**src/rtl/ex_mem_stage_pkg.sv**
```systemverilog
// ex_mem_stage_pkg
// Shared definitions for the EX/MEM pipeline stage.
//   state_t  : trap FSM encoding (RUN, TRAP)
//   EXC_OV   : exception code reported for signed arithmetic overflow
//   entry_t  : one buffered instruction (result, store data, pc, dest, controls)
//   ENTRY_W  : packed width of entry_t, used to size the generic buffer
package ex_mem_stage_pkg;

   typedef enum logic {
      RUN  = 1'b0,
      TRAP = 1'b1
   } state_t;

   localparam logic [4:0] EXC_OV = 5'd12;

   typedef struct packed {
      logic [31:0] result;
      logic [31:0] store_data;
      logic [31:0] pc;
      logic [4:0]  dest_reg;
      logic        reg_write;
      logic        mem_read;
      logic        mem_write;
   } entry_t;

   localparam int ENTRY_W = $bits(entry_t);

endpackage

```
**src/rtl/ex_mem_stage_skid_buf.sv**
```systemverilog
// ex_mem_stage_skid_buf
// Two-entry valid/ready buffer (main + skid), generic over payload width W.
// Ports:
//   clk, rst_n          clock, synchronous active-low reset
//   clear               drop every held entry next cycle
//   in_valid/in_ready   upstream handshake; in_ready depends only on held count
//   in_data [W]         payload written on an accepted transfer
//   out_valid/out_ready downstream handshake
//   out_data [W]        oldest held entry (stable until popped)
module ex_mem_stage_skid_buf
   import ex_mem_stage_pkg::*;
#(
   parameter int W     = ENTRY_W,
   parameter int DEPTH = 2
) (
   input  logic         clk,
   input  logic         rst_n,
   input  logic         clear,
   input  logic         in_valid,
   output logic         in_ready,
   input  logic [W-1:0] in_data,
   output logic         out_valid,
   input  logic         out_ready,
   output logic [W-1:0] out_data
);

   localparam int            CW   = $clog2(DEPTH + 1);
   localparam logic [CW-1:0] FULL = CW'(DEPTH);

   logic [CW-1:0] count;
   logic [W-1:0]  head;
   logic [W-1:0]  tail;
   logic          push;
   logic          pop;

   // Ready is a decode of the registered count only, so there is no
   // combinational path from out_ready back to in_ready.
   assign in_ready  = (count != FULL);
   assign out_valid = (count != '0);
   assign out_data  = head;
   assign push      = in_valid && in_ready;
   assign pop       = out_valid && out_ready;

   // Head always holds the oldest entry; tail is the skid slot that only
   // fills when a push arrives while head is still waiting. A simultaneous
   // push and pop with one entry held refills head directly (no bubble).
   always_ff @(posedge clk) begin
      if (!rst_n) begin
         count <= '0;
         head  <= '0;
         tail  <= '0;
      end else if (clear) begin
         count <= '0;
      end else begin
         case ({push, pop})
            2'b10: begin
               if (count == '0) head <= in_data;
               else             tail <= in_data;
               count <= count + CW'(1);
            end
            2'b01: begin
               head  <= tail;
               count <= count - CW'(1);
            end
            2'b11: begin
               if (count == CW'(1)) begin
                  head <= in_data;
               end else begin
                  head <= tail;
                  tail <= in_data;
               end
            end
            default: ;
         endcase
      end
   end

endmodule

```
**src/rtl/ex_mem_stage.sv**
```systemverilog
// ex_mem_stage
// EX/MEM pipeline register with a two-entry skid buffer and overflow trap.
// Ports:
//   clk, rst_n                      clock, synchronous active-low reset
//   in_valid / in_ready             execute-side handshake
//   alu_rd, alu_overflow, ovf_en    result and overflow qualification
//   pc, store_data, dest_reg        instruction data
//   reg_write, mem_read, mem_write  control bits
//   flush                           kill held and incoming entries
//   out_valid / out_ready           memory-side handshake
//   out_*                           buffered entry presented downstream
//   exc_valid, exc_epc, exc_code    one-cycle overflow exception report
module ex_mem_stage
   import ex_mem_stage_pkg::*;
#(
   parameter logic [4:0] OVF_CODE = EXC_OV,
   parameter int         DEPTH    = 2
) (
   input  logic        clk,
   input  logic        rst_n,
   input  logic        in_valid,
   output logic        in_ready,
   input  logic [31:0] alu_rd,
   input  logic        alu_overflow,
   input  logic        ovf_en,
   input  logic [31:0] pc,
   input  logic [31:0] store_data,
   input  logic [4:0]  dest_reg,
   input  logic        reg_write,
   input  logic        mem_read,
   input  logic        mem_write,
   input  logic        flush,
   output logic        out_valid,
   input  logic        out_ready,
   output logic [31:0] out_alu_result,
   output logic [31:0] out_store_data,
   output logic [31:0] out_pc,
   output logic [4:0]  out_dest_reg,
   output logic        out_reg_write,
   output logic        out_mem_read,
   output logic        out_mem_write,
   output logic        exc_valid,
   output logic [31:0] exc_epc,
   output logic [4:0]  exc_code
);

   state_t state;
   state_t state_next;
   logic   buf_ready;
   logic   buf_push;
   logic   ovf_hit;
   logic   traps;
   entry_t in_entry;
   entry_t out_entry;

   // A trapping instruction still travels downstream so the memory stage
   // sees it, but it must not write anything architecturally.
   assign traps = ovf_en && alu_overflow;

   always_comb begin
      in_entry            = '0;
      in_entry.result     = alu_rd;
      in_entry.store_data = store_data;
      in_entry.pc         = pc;
      in_entry.dest_reg   = dest_reg;
      in_entry.reg_write  = reg_write && !traps;
      in_entry.mem_read   = mem_read  && !traps;
      in_entry.mem_write  = mem_write && !traps;
   end

   // Trap state register.
   always_ff @(posedge clk) begin
      if (!rst_n) state <= RUN;
      else        state <= state_next;
   end

   // In TRAP everything offered is swallowed (ready held high, nothing
   // stored) until a flush redirects the pipeline. Flush overrides every
   // other event, including a same-cycle overflowing accept.
   always_comb begin
      state_next = state;
      in_ready   = buf_ready;
      buf_push   = 1'b0;
      ovf_hit    = 1'b0;
      case (state)
         RUN: begin
            buf_push = in_valid && buf_ready && !flush;
            ovf_hit  = buf_push && traps;
            if (ovf_hit) state_next = TRAP;
         end
         TRAP: begin
            in_ready = 1'b1;
         end
         default: ;
      endcase
      if (flush) state_next = RUN;
   end

   // Exception report: a single-cycle pulse following the overflowing
   // accept. A second pulse cannot follow because TRAP discards input.
   always_ff @(posedge clk) begin
      if (!rst_n) begin
         exc_valid <= 1'b0;
         exc_epc   <= 32'd0;
         exc_code  <= 5'd0;
      end else begin
         exc_valid <= ovf_hit;
         if (ovf_hit) begin
            exc_epc  <= pc;
            exc_code <= OVF_CODE;
         end
      end
   end

   ex_mem_stage_skid_buf #(
      .W     (ENTRY_W),
      .DEPTH (DEPTH)
   ) u_buf (
      .clk       (clk),
      .rst_n     (rst_n),
      .clear     (flush),
      .in_valid  (buf_push),
      .in_ready  (buf_ready),
      .in_data   (in_entry),
      .out_valid (out_valid),
      .out_ready (out_ready),
      .out_data  (out_entry)
   );

   assign out_alu_result = out_entry.result;
   assign out_store_data = out_entry.store_data;
   assign out_pc         = out_entry.pc;
   assign out_dest_reg   = out_entry.dest_reg;
   assign out_reg_write  = out_entry.reg_write;
   assign out_mem_read   = out_entry.mem_read;
   assign out_mem_write  = out_entry.mem_write;

endmodule

```
**config.mk**
```make
export PLATFORM = sky130hd
export DESIGN_NAME = ex_mem_stage
export DESIGN_NICKNAME = d
export VERILOG_FILES = /design/src/rtl/ex_mem_stage_pkg.sv /design/src/rtl/ex_mem_stage_skid_buf.sv /design/src/rtl/ex_mem_stage.sv
export SDC_FILE = /design/constraint.sdc
export NUM_CORES = 1
export LEC_CHECK = 0
export BUFFER_PORTS_ARGS = -buffer_cell sky130_fd_sc_hd__buf_2
export CAP_MARGIN = 20
export CELL_PAD_IN_SITES_DETAIL_PLACEMENT = 1
export CELL_PAD_IN_SITES_GLOBAL_PLACEMENT = 1
export CORE_UTILIZATION = 38
export DETAILED_ROUTE_END_ITERATION = 8
export HOLD_SLACK_MARGIN = 0.02
export PLACE_DENSITY = 0.79
export SLEW_MARGIN = 0
export SYNTH_ARGS = -nofsm -noshare
export SYNTH_HDL_FRONTEND = slang
export SYNTH_SLANG_ARGS = --single-unit
```
**constraint.sdc**
```tcl
create_clock -name clk -period 2.6 [get_ports clk]
set_input_delay 0.52 -clock clk [delete_from_list [all_inputs] [get_ports clk]]
set_output_delay 0.52 -clock clk [all_outputs]
set_load 0.05 [all_outputs]
```
==> run_results.csv, run 1 <==
group,metric,value,unit
status,run_status,"complete, no violations",
finish,mostFrequentLayoutCells,"475 x sky130_fd_sc_hd__nand2_1, 250 x sky130_fd_sc_hd__buf_2, 245 x sky130_fd_sc_hd__dfxtp_1, 104 x sky130_fd_sc_hd__o21ai_0, 104 x sky130_fd_sc_hd__a31oi_1",
finish,final_layout_size_suffix_gt1_frac,0.222,
route,vias,8907,
clock_tree,postCtsHoldBufs,0,
logic_synthesis,ys_dominant_reg_cell,"sky130_fd_sc_hd__dfxtp_1",
place,post_placement_worst_setup_slack,0.508,ns
logic_synthesis,ys_ff_latch,245,
die,die_height,161,um
die,die-width,161,um
sta,holdWs,0.249,ns
die,fp-row-count,57,
critical_path,timing.critical_path.fanout_max,4,
logic_synthesis,synth-seq-area-share,0.510,
logic_synthesis,synth.lib_cells_used.distinct,28,
worst_hold_path,type_of_the_worst_min_delay_path,"in -> reg",
critical_path,cp-end-kind,"primary output",
place,post-dp-hpwl,18.7,mm
pwr,total_leakage_power,4.96,nW
place,place.port_buffers,251,
finish,layout.cells.most_common,"sky130_fd_sc_hd__nand2_1",
sta,report.final.hold_viol_count,0,
die,dieArea,26000,um2
pwr,power.clock.fraction,0.408,
logic_synthesis,mappedNetlistArea,9620,um2
pwr,internal_power,0.00658,W
global_route,grt_antenna_before_repair,3,
die,num_io_pins,255,
place,routabilityCongestion,0.798,
global_route,grt_first_pass_wirelength,46.9,mm
finish,fill_cells,3053,
sta,totalNegativeSetupSlack,0,ns
clock_tree,clock-sinks,245,
job,max_cap_viol_count,0,
logic_synthesis,post_synth_inst_count,1208,
route,drt-wirelength-per-cell,16.6,um
clock_tree,h_tree_level_count,1,
sta,rsz0062_at_grt,"no",
route,post-route-drc-count,0,
route,drt_iter0_markers,459,
pwr,share_comb_of_total_power,0.155,
route,detail_route.vias_per_cell,5.10,
sta,setup_viol,0,
sta,finalCritPeriodShare,0.816,
logic_synthesis,count_of_synthesis_stage_warnings_from_yosys,0,
critical_path,critPathKind,"reg -> out",
clock_tree,cts-buffers-inserted,27,
global_route,grtUsageTotal,0.220,
clock_tree,clk_pin_slew_worst_paths,0.06,ns
sta,maxSlewHeadroom,0.658,
clock_tree,clock_insertion_delay_worst_skew,0.52,ns
finish,area_growth_syn_to_layout,24.8,%
sta,final.min_clock_period,2.12,ns
route,wirelength,29.1,mm
pwr,total_switching_power,0.00264,W
clock_tree,max-clock-path-buffers,3,
logic_synthesis,avgSynthCellArea,7.97,um2
sta,finalMaxSlewViolations,0,
clock_tree,number_of_setup_buffers_added_after_cts,0,
critical_path,cp-start-kind,"register",
clock_tree,cts.root.buffer_cell,"sky130_fd_sc_hd__clkbuf_16",
global_route,maximum_number_of_pins_on_one_net_before_global_route_repair,105,
finish,finish.net_count,1517,
route,drt_pass1_iterations,4,
global_route,vias_in_the_first_global_route,9097,
sta,max_clock_freq,0.471,GHz
route,ant_nets,0,
critical_path,timing.critical_path.required,2.08,ns
clock_tree,cts_tree,"built",
logic_synthesis,synth-edff-count,0,
die,effective_utilization_at_floorplan,0.391,
clock_tree,post_cts_resize_count,0,
logic_synthesis,asyncSetResetFlopFracSynth,0,
global_route,globalRouteOverflowTotal,0,
sta,final_worst_slack,0.477,ns
pwr,irDropWorstVdd,558,uV
critical_path,signal_arrival_time_at_the_worst_endpoint,1.60,ns
die,floorplan.core_area,24600,um2
sta,worst_clock_skew,0.00891,ns
sta,max_slew.worst_pin.slew,0.513,ns
pwr,power_density,768,nW/um2
pwr,sequentialPowerShare,0.438,
pwr,switching_share,0.287,
-- kinds of logic (layout without fill, tap and decap cells) --
group	count (synthesis)	count (layout)	share of synthesized area
buffers and inverters	110	321	0.0519
XOR/XNOR	2	2	0.00182
other	1	6	0.000390
adder cells (fa/ha/maj)	3	3	0.00390
AO/OA/AOI/OAI	351	351	0.233
AND/OR/NAND/NOR	496	496	0.199
flip-flops	245	245	0.510
-- path summary, 6_finish.rpt --
kind / startpoint / endpoint / slack [ns] / depth (start not counted)
setup / recovery: u_buf.count[0] / in_ready / 0.48 / 4
hold / removal: store_data[25] / u_buf.tail[65] / 0.25 / 3
setup reg to reg: u_buf.count[0] / u_buf.out_data[26] / 0.49 / 7
hold reg to reg: u_buf.tail[20] / u_buf.tail[20] / 0.45 / 2
-- layout make-up --
class | count | area [um2] | area share
well taps | 324 | 405 | 0.0337
clock inverters | 6 | 83.8 | 0.00698
clock buffers | 41 | 788 | 0.0656
flip-flops and latches | 245 | 4900 | 0.408
inverters | 4 | 15.0 | 0.00125
multi-input cells | 855 | 4270 | 0.355
diodes | 3 | 7.51 | 0.000625
repair buffers | 270 | 1540 | 0.128
-- layer usage --
layer	vias up	wire [um]	track usage
met1	4246	12700	0.268
met4	0	733	0.0626
met2	207	13800	0.385
li1	4414	-	-
met5	-	0	0
met3	40	1820	0.0539
-- state kept, by name, summed over array words and instances, names as in the netlist --
name and cells:
exc_code 1, exc_epc 32, exc_valid 1, state 1, u_buf.count 2, u_buf.out_data 104
u_buf.tail 104
-- metrics by stage --
stage / cell area (um2) / std cells / total power [W] / util
2_1_floorplan: 9630 / 1210 / 0.00509 / -
3_3_place_gp: 11100 / 1698 / 0.00552 / 0.452
3_5_place_dp: 11100 / 1698 / 0.00555 / 0.452
4_1_cts: 12000 / 1745 / 0.00933 / 0.488
5_1_grt: 12000 / 1748 / 0.00960 / 0.488
6_report: 12000 / 1748 / 0.00922 / 0.488
-- power by group through the flow --
stage               clock (W)  sequential [W]  combinational [W]
floorplan                   0         0.00465           0.000438
global placement            0         0.00411            0.00141
detailed placement          0         0.00411            0.00143
CTS                   0.00386         0.00403            0.00144
global route          0.00402         0.00405            0.00152
finish                0.00376         0.00403            0.00143
-- cells in the mapped netlist, types with 3 or more instances --
master | n | area share
sky130_fd_sc_hd__a21boi_0 | 76 | 0.059
sky130_fd_sc_hd__a21boi_1 | 60 | 0.047
sky130_fd_sc_hd__a31oi_1 | 104 | 0.068
sky130_fd_sc_hd__buf_2 | 36 | 0.019
sky130_fd_sc_hd__buf_4 | 11 | 0.0086
sky130_fd_sc_hd__clkbuf_1 | 59 | 0.023
sky130_fd_sc_hd__dfxtp_1 | 245 | 0.51
sky130_fd_sc_hd__ha_1 | 3 | 0.0039
sky130_fd_sc_hd__inv_1 | 4 | 0.0016
sky130_fd_sc_hd__nand2_1 | 476 | 0.19
sky130_fd_sc_hd__nand2b_1 | 3 | 0.0020
sky130_fd_sc_hd__nand3_1 | 8 | 0.0042
sky130_fd_sc_hd__o21ai_0 | 104 | 0.054
-- worst max-delay path, stage by stage, from the launching register on --
cell and delay (ns):
sky130_fd_sc_hd__dfxtp_1 0.38, sky130_fd_sc_hd__inv_1 0.09, sky130_fd_sc_hd__ha_1 0.26, sky130_fd_sc_hd__nand2b_1 0.10, sky130_fd_sc_hd__buf_2 0.26
(Power assumes the default switching activity.)
==> run 2, diff against run 1 <==
- clock period: 2.6 -> 2.2 ns (I/O delays scaled with it)
==> run_results.csv, run 2 (synthesized netlist as in run 1, its figures left out) <==
group,metric,value,unit
critical_path,worst-path-buf-inv,2,
die,num_io_pins,255,
critical_path,critPathKind,"reg -> out",
clock_tree,cts_tree,"built",
die,floorplan.core_area,24600,um2
critical_path,path_cells,"inv_1 -> ha_1 -> nand2b_1 -> buf_2",
sta,final.min_clock_period,2.08,ns
route,post-route-drc-count,0,
route,drt-wirelength-per-cell,16.6,um
sta,finalMaxSlewViolations,0,
pwr,power_density,892,nW/um2
finish,layout.cells.most_common,"sky130_fd_sc_hd__nand2_1",
die,die-width,161,um
clock_tree,postCtsHoldBufs,0,
critical_path,critical-path-slowest-cell,"sky130_fd_sc_hd__dfxtp_1",
finish,area_growth_syn_to_layout,25.9,%
pwr,total_leakage_power,5.01,nW
sta,totalNegativeSetupSlack,0,ns
clock_tree,cts.root.buffer_cell,"sky130_fd_sc_hd__clkbuf_16",
pwr,post-layout-total-power,0.0108,W
critical_path,cp-start-kind,"register",
status,run_status,"complete, no violations",
sta,report.final.hold_viol_count,0,
global_route,grtUsageTotal,0.220,
finish,finish.utilization,0.492,
clock_tree,clock_insertion_delay_worst_skew,0.52,ns
sta,rsz0062_at_grt,"no",
finish,fill_cells,3023,
clock_tree,clock-sinks,245,
sta,final_worst_slack,0.124,ns
global_route,grt_first_pass_wirelength,46.8,mm
sta,finalCritPeriodShare,0.943,
global_route,globalRouteOverflowTotal,0,
sta,setup_viol,0,
clock_tree,clk_pin_slew_worst_paths,0.06,ns
place,post_placement_worst_setup_slack,0.160,ns
die,fp-row-count,57,
place,place_area,11200,um2
clock_tree,max-clock-path-buffers,3,
global_route,maximum_number_of_pins_on_one_net_before_global_route_repair,83,
clock_tree,h_tree_level_count,1,
critical_path,timing.critical_path.fanout_max,4,
critical_path,cp_slowest_stage_delay,0.37,ns
global_route,grt_antenna_before_repair,2,
route,drt_iter0_markers,468,
place,place.port_buffers,251,
route,vias,9074,
finish,mostFrequentLayoutCells,"475 x sky130_fd_sc_hd__nand2_1, 250 x sky130_fd_sc_hd__buf_2, 245 x sky130_fd_sc_hd__dfxtp_1, 104 x sky130_fd_sc_hd__o21ai_0, 104 x sky130_fd_sc_hd__a31oi_1",
critical_path,cp-end-kind,"primary output",
finish,finish.net_count,1523,
finish,final_layout_size_suffix_gt1_frac,0.228,
die,effective_utilization_at_floorplan,0.391,
worst_hold_path,type_of_the_worst_min_delay_path,"in -> reg",
critical_path,signal_arrival_time_at_the_worst_endpoint,1.64,ns
route,ant_nets,0,
pwr,irDropWorstVdd,474,uV
job,max_cap_viol_count,0,
place,post-dp-hpwl,19.0,mm
critical_path,crit_family,"flip-flops",
finish,finalInstanceArea,12100,um2
route,detail_route.vias_per_cell,5.18,
global_route,vias_in_the_first_global_route,9157,
route,wirelength,29.1,mm
sta,max_clock_freq,0.482,GHz
die,die_height,161,um
die,dieArea,26000,um2
clock_tree,cts-buffers-inserted,27,
sta,worst_clock_skew,0.00805,ns
place,routabilityCongestion,0.749,
critical_path,timing.critical_path.required,1.76,ns
route,drt_pass1_iterations,4,
==> run 2: cell count changes in the layout (fill, tap and decap cells not counted), sizes merged <==
| cell | before | now |
|---|---|---|
| diode | 3 | 1 |
| clkinv | 4 | 7 |
| buf | 270 | 275 |
| clkbuf | 41 | 40 |
| bufinv | 2 | 1 |
==> run 2: worst register-to-register path, cell delays in order (launching register included) <==
cell	delay (ns)
sky130_fd_sc_hd__dfxtp_1	0.37
sky130_fd_sc_hd__inv_1	0.08
sky130_fd_sc_hd__ha_1	0.26
sky130_fd_sc_hd__nor4b_4	0.36
sky130_fd_sc_hd__buf_4	0.24
sky130_fd_sc_hd__nand2_4	0.07
sky130_fd_sc_hd__buf_4	0.28
sky130_fd_sc_hd__nand2_1	0.14
sky130_fd_sc_hd__a21boi_0	0.10
==> run 2: worst paths after layout <==
path	to	start	slack, ns	cells after the start
worst max-delay path	in_ready	u_buf.count[0]	0.12	4
worst min-delay path	u_buf.tail[41]	store_data[1]	0.17	3
worst max register to register	u_buf.tail[91]	u_buf.count[0]	0.18	8
worst min register to register	u_buf.tail[26]	u_buf.tail[26]	0.45	2
==> run 2: per-layer routing <==
layer / global-route usage / vias up / wire (um)
li1: - / 4428 / -
met1: 0.272 / 4379 / 12700
met2: 0.388 / 220 / 14000
met3: 0.0493 / 45 / 1840
met4: 0.0497 / 2 / 659
met5: 0 / - / 13
==> run 2: report_power, final <==
| group | internal [W] | leakage (nW) | total (W) | switching, W |
|---|---|---|---|---|
| sequential | 0.00466 | 1.99 | 0.00477 | 0.000112 |
| clock | 0.00256 | 0.424 | 0.00432 | 0.00177 |
| combinational | 0.000460 | 2.59 | 0.00172 | 0.00126 |
==> run 2: stage by stage <==
| stage | hold WS, ns | std cells |
|---|---|---|
| after floorplan | 0.435 | 1210 |
| after global placement | 0.440 | 1702 |
| after detailed placement | 0.446 | 1702 |
| after CTS | 0.154 | 1749 |
| after global routing | 0.170 | 1752 |
| final | 0.171 | 1752 |
==> run 2: final cells by class <==
type | instances | area, um2 | share of cell area
flip-flops and latches | 245 | 4900 | 0.405
well taps | 324 | 405 | 0.0335
inverters | 4 | 15.0 | 0.00124
clock inverters | 8 | 65.1 | 0.00537
repair buffers | 276 | 1680 | 0.138
clock buffers | 39 | 781 | 0.0644
multi-input cells | 855 | 4270 | 0.352
diodes | 1 | 2.50 | 0.000207
==> run 2: timing repair <==
action,in CTS,in global routing
endpoints found under the hold margin,0,0
setup endpoints to repair,0,20
resized for setup,0,2
setup buffers,0,1
